==> src/rtl/dmem_lsu_if.sv <==
// dmem_lsu_if: data-port bundle between the RV32I core and dmem_lsu.
//   master (core): drives addr, wdata, size, wen, ren;
//                  receives rdata, misalign, halt, exit_code.
//   slave  (dmem): the mirror image.
interface dmem_lsu_if #(
  parameter int XLEN = 32
) ();
  logic [XLEN-1:0] addr;
  logic [XLEN-1:0] wdata;
  logic [1:0]      size;
  logic            wen;
  logic            ren;
  logic [XLEN-1:0] rdata;
  logic            misalign;
  logic            halt;
  logic [XLEN-1:0] exit_code;

  modport master (output addr, wdata, size, wen, ren,
                  input  rdata, misalign, halt, exit_code);
  modport slave  (input  addr, wdata, size, wen, ren,
                  output rdata, misalign, halt, exit_code);
endinterface

==> src/rtl/dmem_lsu.sv <==
// dmem_lsu: byte-addressed data RAM plus load/store unit for the single-cycle
// RV32I core. Loads return combinationally in the request cycle; stores land
// on the rising edge. RAM addressing wraps modulo DEPTH*4 bytes.
//
// Ports:
//   clk    - clock, all state updates on the rising edge
//   reset  - synchronous, active-low; clears RAM, counter, halt, exit_code
//   bus    - dmem_lsu_if.slave: addr/wdata/size/wen/ren in,
//            rdata/misalign/halt/exit_code out
//
// Optional feature macro DMEM_MMIO_EN: adds a 256-byte MMIO window at
// MMIO_BASE with a free-running 64-bit cycle counter (0x00 lo, 0x04 hi),
// a sticky HALT register (0x08) and EXIT readback (0x0C). Without the macro
// the window addresses are ordinary wrapped RAM and halt/exit_code are 0.
module dmem_lsu #(
  parameter int              XLEN      = 32,
  parameter int              DEPTH     = 32,
  parameter logic [XLEN-1:0] MMIO_BASE = 32'hFFFF_FF00
) (
  input  logic       clk,
  input  logic       reset,
  dmem_lsu_if.slave  bus
);
  localparam int AW = $clog2(DEPTH);
  localparam int NB = XLEN / 8;

  logic [XLEN-1:0] mem [DEPTH];

  logic [AW-1:0]   widx;
  logic [1:0]      boff;
  logic            req;
  logic            ram_bad;
  logic [NB-1:0]   be;
  logic [XLEN-1:0] wsh;
  logic [XLEN-1:0] rsh;
  logic [XLEN-1:0] ram_rd;
  logic            store_ok;

  // MMIO-side signals; tied off when the window is compiled out.
  logic            in_mmio;
  logic            mmio_bad;
  logic [XLEN-1:0] mmio_rd;
  logic            halt_q;
  logic [XLEN-1:0] exit_q;

  assign widx = bus.addr[AW+1:2];
  assign boff = bus.addr[1:0];
  assign req  = bus.wen | bus.ren;

  always_comb begin
    ram_bad = 1'b0;
    be      = '1;
    unique case (bus.size)
      2'b00: be = NB'(1) << boff;
      2'b01: begin
        ram_bad = boff[0];
        be      = NB'(3) << boff;
      end
      2'b10: ram_bad = (boff != 2'b00);
      default: ram_bad = 1'b1;
    endcase
  end

  // Lane steering: store data moves up into its byte lanes, load data moves
  // down to bit 0 and is zero-masked to the access width.
  assign wsh = bus.wdata << {boff, 3'b000};
  assign rsh = mem[widx] >> {boff, 3'b000};

  always_comb begin
    case (bus.size)
      2'b00:   ram_rd = XLEN'(rsh[7:0]);
      2'b01:   ram_rd = XLEN'(rsh[15:0]);
      default: ram_rd = rsh;
    endcase
  end

  assign bus.misalign  = req & (in_mmio ? mmio_bad : ram_bad);
  assign bus.rdata     = (bus.ren & ~bus.misalign) ? (in_mmio ? mmio_rd : ram_rd) : '0;
  assign bus.halt      = halt_q;
  assign bus.exit_code = exit_q;
  assign store_ok      = bus.wen & ~bus.misalign & ~halt_q;

  // Reset clears every word and wins over a concurrent store.
  always_ff @(posedge clk) begin
    if (!reset) begin
      for (int i = 0; i < DEPTH; i++) mem[i] <= '0;
    end else if (store_ok && !in_mmio) begin
      for (int b = 0; b < NB; b++)
        if (be[b]) mem[widx][8*b +: 8] <= wsh[8*b +: 8];
    end
  end

`ifdef DMEM_MMIO_EN
  logic [63:0] cycle;
  logic        halt_wr;

  assign in_mmio  = (bus.addr[XLEN-1:8] == MMIO_BASE[XLEN-1:8]);
  assign mmio_bad = (bus.size != 2'b10) || (boff != 2'b00);
  assign halt_wr  = store_ok & in_mmio & (bus.addr[7:0] == 8'h08);

  always_comb begin
    case (bus.addr[7:0])
      8'h00:   mmio_rd = XLEN'(cycle[31:0]);
      8'h04:   mmio_rd = XLEN'(cycle[63:32]);
      8'h08:   mmio_rd = XLEN'(halt_q);
      8'h0C:   mmio_rd = exit_q;
      default: mmio_rd = '0;
    endcase
  end

  // The counter also holds on the HALT-write edge, so the value read in the
  // HALT cycle is the value it stays frozen at.
  always_ff @(posedge clk) begin
    if (!reset) begin
      cycle  <= '0;
      halt_q <= 1'b0;
      exit_q <= '0;
    end else begin
      if (halt_wr) begin
        halt_q <= 1'b1;
        exit_q <= bus.wdata;
      end
      if (!halt_q && !halt_wr) cycle <= cycle + 64'd1;
    end
  end
`else
  logic unused_cfg;

  assign in_mmio    = 1'b0;
  assign mmio_bad   = 1'b0;
  assign mmio_rd    = '0;
  assign halt_q     = 1'b0;
  assign exit_q     = '0;
  // Upper address bits and the window base have no meaning in this build.
  assign unused_cfg = ^{MMIO_BASE, bus.addr};
`endif
endmodule

==> src/flat_wrapper.sv <==
// flat-port wrapper written by rule: the top's interface ports become plain ports
module dmem_lsu_flat 
#(
  parameter int              XLEN      = 32,
  parameter int              DEPTH     = 32,
  parameter logic [XLEN-1:0] MMIO_BASE = 32'hFFFF_FF00
)
  (clk, reset, bus_addr, bus_wdata, bus_size, bus_wen, bus_ren, bus_rdata, bus_misalign, bus_halt, bus_exit_code);
  dmem_lsu_if #(.XLEN(XLEN)) bus_i ();
  input  logic clk;
  input  logic reset;
  input wire logic [$bits(bus_i.addr)-1:0] bus_addr;
  input wire logic [$bits(bus_i.wdata)-1:0] bus_wdata;
  input wire logic [$bits(bus_i.size)-1:0] bus_size;
  input wire logic [$bits(bus_i.wen)-1:0] bus_wen;
  input wire logic [$bits(bus_i.ren)-1:0] bus_ren;
  output wire logic [$bits(bus_i.rdata)-1:0] bus_rdata;
  output wire logic [$bits(bus_i.misalign)-1:0] bus_misalign;
  output wire logic [$bits(bus_i.halt)-1:0] bus_halt;
  output wire logic [$bits(bus_i.exit_code)-1:0] bus_exit_code;
  assign bus_i.addr = bus_addr;
  assign bus_i.wdata = bus_wdata;
  assign bus_i.size = bus_size;
  assign bus_i.wen = bus_wen;
  assign bus_i.ren = bus_ren;
  assign bus_rdata = bus_i.rdata;
  assign bus_misalign = bus_i.misalign;
  assign bus_halt = bus_i.halt;
  assign bus_exit_code = bus_i.exit_code;
  dmem_lsu #(.XLEN(XLEN), .DEPTH(DEPTH), .MMIO_BASE(MMIO_BASE)) u_core (.clk(clk), .reset(reset), .bus(bus_i));
endmodule
==> config.mk <==
export PLATFORM = sky130hd
export DESIGN_NAME = dmem_lsu_flat
export DESIGN_NICKNAME = d
export VERILOG_FILES = /design/src/rtl/dmem_lsu_if.sv /design/src/rtl/dmem_lsu.sv /design/src/flat_wrapper.sv
export SDC_FILE = /design/constraint.sdc
export NUM_CORES = 1
export LEC_CHECK = 0
export ABC_AREA = 1
export CAP_MARGIN = 20
export CELL_PAD_IN_SITES_DETAIL_PLACEMENT = 1
export CELL_PAD_IN_SITES_GLOBAL_PLACEMENT = 2
export CORE_MARGIN = 8
export CORE_UTILIZATION = 30
export CTS_CLUSTER_DIAMETER = 150
export DETAILED_ROUTE_END_ITERATION = 8
export PLACE_DENSITY_LB_ADDON = 0.1
export REMOVE_ABC_BUFFERS = 1
export SYNTH_ARGS = -nofsm -noshare
export SYNTH_HDL_FRONTEND = slang
export SYNTH_SLANG_ARGS = --single-unit
==> constraint.sdc <==
create_clock -name clk -period 4.26 [get_ports clk]
set_input_delay 1.278 -clock clk [delete_from_list [all_inputs] [get_ports clk]]
set_output_delay 1.278 -clock clk [all_outputs]
set_load 0.005 [all_outputs]
==> results by group <==
Flow run
  – Max-cap violations: 0

Synth
  – Count leader, synth: nand2_1
  – Synth Area in XOR/XNOR: 0
  – Synth Area in Simple Gates: 0.3283
  – Post-Synth Adder-Cell Area: 0
  – Prevailing post-synth register cell: edfxtp_1
  – Sequential share of the synthesized area: 0.6287
  – Top cells by area, synth: edfxtp_1, nand2_1, nor2_1
  – Seq cells post-synth: 1024
  – Post-Syn Instances: 5650
  – Post-synthesis mux area share: 0
  – Number of flops mapped to enable cells by yosys: 1024
  – FFs w/ async S/R, synth: 0
  – Number of synthesis warnings: 0
  – Top cells by count, synth: nand2_1, nor2_1, edfxtp_1, clkbuf_1, nand3_1
  – Cell Area, Synth: 0.04891 mm^2
  – Compound-Gate Fraction of Synth Area: 0.006907
  – Largest family of logic cells by synthesized area: simple AND/OR/NAND/NOR gates
  – Post-synth top area share: 0.6287
  – Post-Syn Area per Cell: about 8.7 um^2
  – Post-synth cell types: 24
  – Post-synth top area cell: edfxtp_1

Critical path
  – CP bufs+invs: 8
  – CP Data Arrival Time: 3350 ps
  – Cell family with most CP delay: buffers and inverters
  – Slowest stage delay, CP: 260 ps
  – Critical path data required time: between 2000 and 3000 ps
  – Crit-path slowest cell: a21oi_4
  – Most used cell, CP: nand2_2
  – CP Capture Type: output pin
  – Setup CP Type: in -> out
  – Crit path launch type: primary input
  – CP Max Fanout: 7
  – Crit path cell chain: buf_16, clkinv_16, buf_16, buf_16, buf_16, buf_8, nand2_4, nand2_2, nand2_1, nand2_2, nand2_2, nand2_2, nor2_4, nand3_2, nand2_2, buf_6, a21oi_4, buf_6

GRT
  – Vias in the first global route: 41840
  – GR Overflow Total: 0
  – GRT Util Overall: 0.2264
  – First-pass GRT wire length: ~290 mm
  – Largest net degree at the start of global routing: 46
  – Initial antenna violation count: 3

Timing
  – Min Tclk post-route: 4631 ps
  – Max Fclk: between 200 and 250 MHz
  – Final hold vios: 0
  – RSZ-0062 raised after global routing: true
  – Worst setup margin: -370.6 ps
  – Slew margin rel.: 0.1982
  – Final setup fails: 31
  – Final period utilization: 1.087
  – Worst-Margin Slew: between 1000 and 1500 ps
  – Max-slew violations: 0

Drt
  – Total Routed Length: 202.9 mm
  – Via count: 40110
  – Residual DRC: 0
  – Total iterations of the first detailed-routing run: 5
  – DRT iter0 DRCs: 2780
  – Routed Antenna Nets: 0
  – Vias/cell: between 4 and 5
  – Average wire per standard cell: ~24 um

Cells and area
  – Max FFs per register: 1024
  – Fillcell total: 18510
  – Area of the multi-input gates: 0.01821 mm^2
  – Area added between synthesis and finish: 31.37%
  – Post-route cell area: 0.06425 mm^2
  – Register area: between 0.03 and 0.04 mm^2
  – Top reg by flops: u_core.mem
  – Share of cells above drive strength 1: 0.2144
  – Post-layout nets: 6254
  – Top flop regs: u_core.mem x1024

Min path
  – Worst min path class: in -> reg
  – Hold Path Sink: u_core.mem[30][21]$_SDFFCE_PN0P_
  – Worst hold start: reset
  – Hold path depth: 3

Power and ir drop
  – Maximum VDD drop: 324.8 uV
  – Pwr Total: 0.02488 W
  – Pwr dens: 387.1 mW/mm^2
  – Leak: between 20 and 30 nW

Placement
  – PortBufs: 77
  – DP HPWL: 139.3 mm
  – Placed instance area: 0.05764 mm^2
  – RePlAce Congestion: approximately 0.86

Floorplan
  – Chip Width: 419.8 um
  – Num rows: approximately 150
  – Initial Util: 0.3012
  – Die area: 0.1762 mm^2
  – Core Area: 0.1624 mm^2
  – Die Ht: ~420 um
  – I/O Pins: 136

Outcome
  – Status: finished with violations
  – Failing checks: setup timing

Clock network
  – CTS tree: yes
  – CTS Root Cell: clkbuf_16
  – H-tree Lvls: 3
  – Longest Clk Path Bufs: 3
  – TritonCTS Buffers: 119
  – CTS Sinks: slightly above 1000
  – CTS clock-pin slew for the worst setup and hold paths: 60 ps
  – Hold-fix buffers at CTS: 0
-- worst max-delay path by stage --
stage,start,cells past startpoint,to,slack [ps]
6_report,bus_addr[2],18,bus_rdata[3],-370
5_1_grt,bus_addr[2],18,bus_rdata[1],-430
4_1_cts,bus_addr[2],19,bus_rdata[10],-410
3_5_place_dp,bus_addr[5],13,bus_rdata[2],-1450
3_3_place_gp,bus_addr[4],13,bus_rdata[2],-1460
2_1_floorplan,bus_addr[2],13,bus_rdata[10],-2720
-- where the power goes --
part	total (W)	internal [W]	switching, W	leakage (nW)
clock network	0.00977	0.00556	0.00420	1.77
logic	0.00339	0.00116	0.00223	15.5
registers	0.0117	0.0116	0.000143	9.72
-- per-stage QoR --
| step | setup TNS, ps | hold slack [ps] | instances | utilization | worst slack [ps] |
|---|---|---|---|---|---|
| after floorplan | -1597520 | 1649 | 5325 | - | -2721 |
| after CTS | -7837 | 1063 | 8448 | 0.3923 | -412.1 |
| after detailed placement | -37780 | 1869 | 8169 | 0.3549 | -1447 |
| final | -7673 | 1134 | 8454 | 0.3956 | -370.6 |
| after global placement | -36560 | 1871 | 8169 | 0.3549 | -1456 |
| after global routing | -10000 | 1117 | 8454 | 0.3956 | -433.5 |
-- kinds of logic after synthesis --
family | Yosys count
flip-flops | 1024
other | 1
AO/OA/AOI/OAI | 54
AND/OR/NAND/NOR | 4167
buffers and inverters | 404
-- timing repair --
item	CTS	global route
setup buffers	52	14
pin swaps	136	99
cloned	20	5
setup endpoints to repair	33	32
resized for setup	562	132
-- routing by layer --
layer  up-vias  GRT usage  wire length (um)
li1      19010          -                 -
met1     20170     0.2964             89800
met2       665     0.3848             97790
met3       267    0.02645              6736
met4         0    0.08616              8590
met5         -          0                 0
-- cell type report --
cell class / instances / area share
Sequential cell: 1024 / 0.4786
Timing Repair Buffer: 738 / 0.1357
Clock buffer: 160 / 0.05040
Antenna cell: 1 / 0.00003895
Inverter: 47 / 0.003583
Tap cell: 2175 / 0.04235
Multi-Input combinational cell: 4254 / 0.2834
Clock inverter: 55 / 0.005900
-- cell usage in the layout, fill, tap and decap left out, drive strengths merged, types with 6 or more instances in the layout --
cell	instances
nand3	90
clkbuf	168
a22oi	8
buf	685
dlygate4sd2	6
clkinv	50
clkdlybuf4s50	35
conb	33
nor2	1165
o21ai	6
nand2	2905
edfxtp	1024
nor3	7
a21oi	31
inv	47
Note: power is estimated with default switching activity, not from simulation.
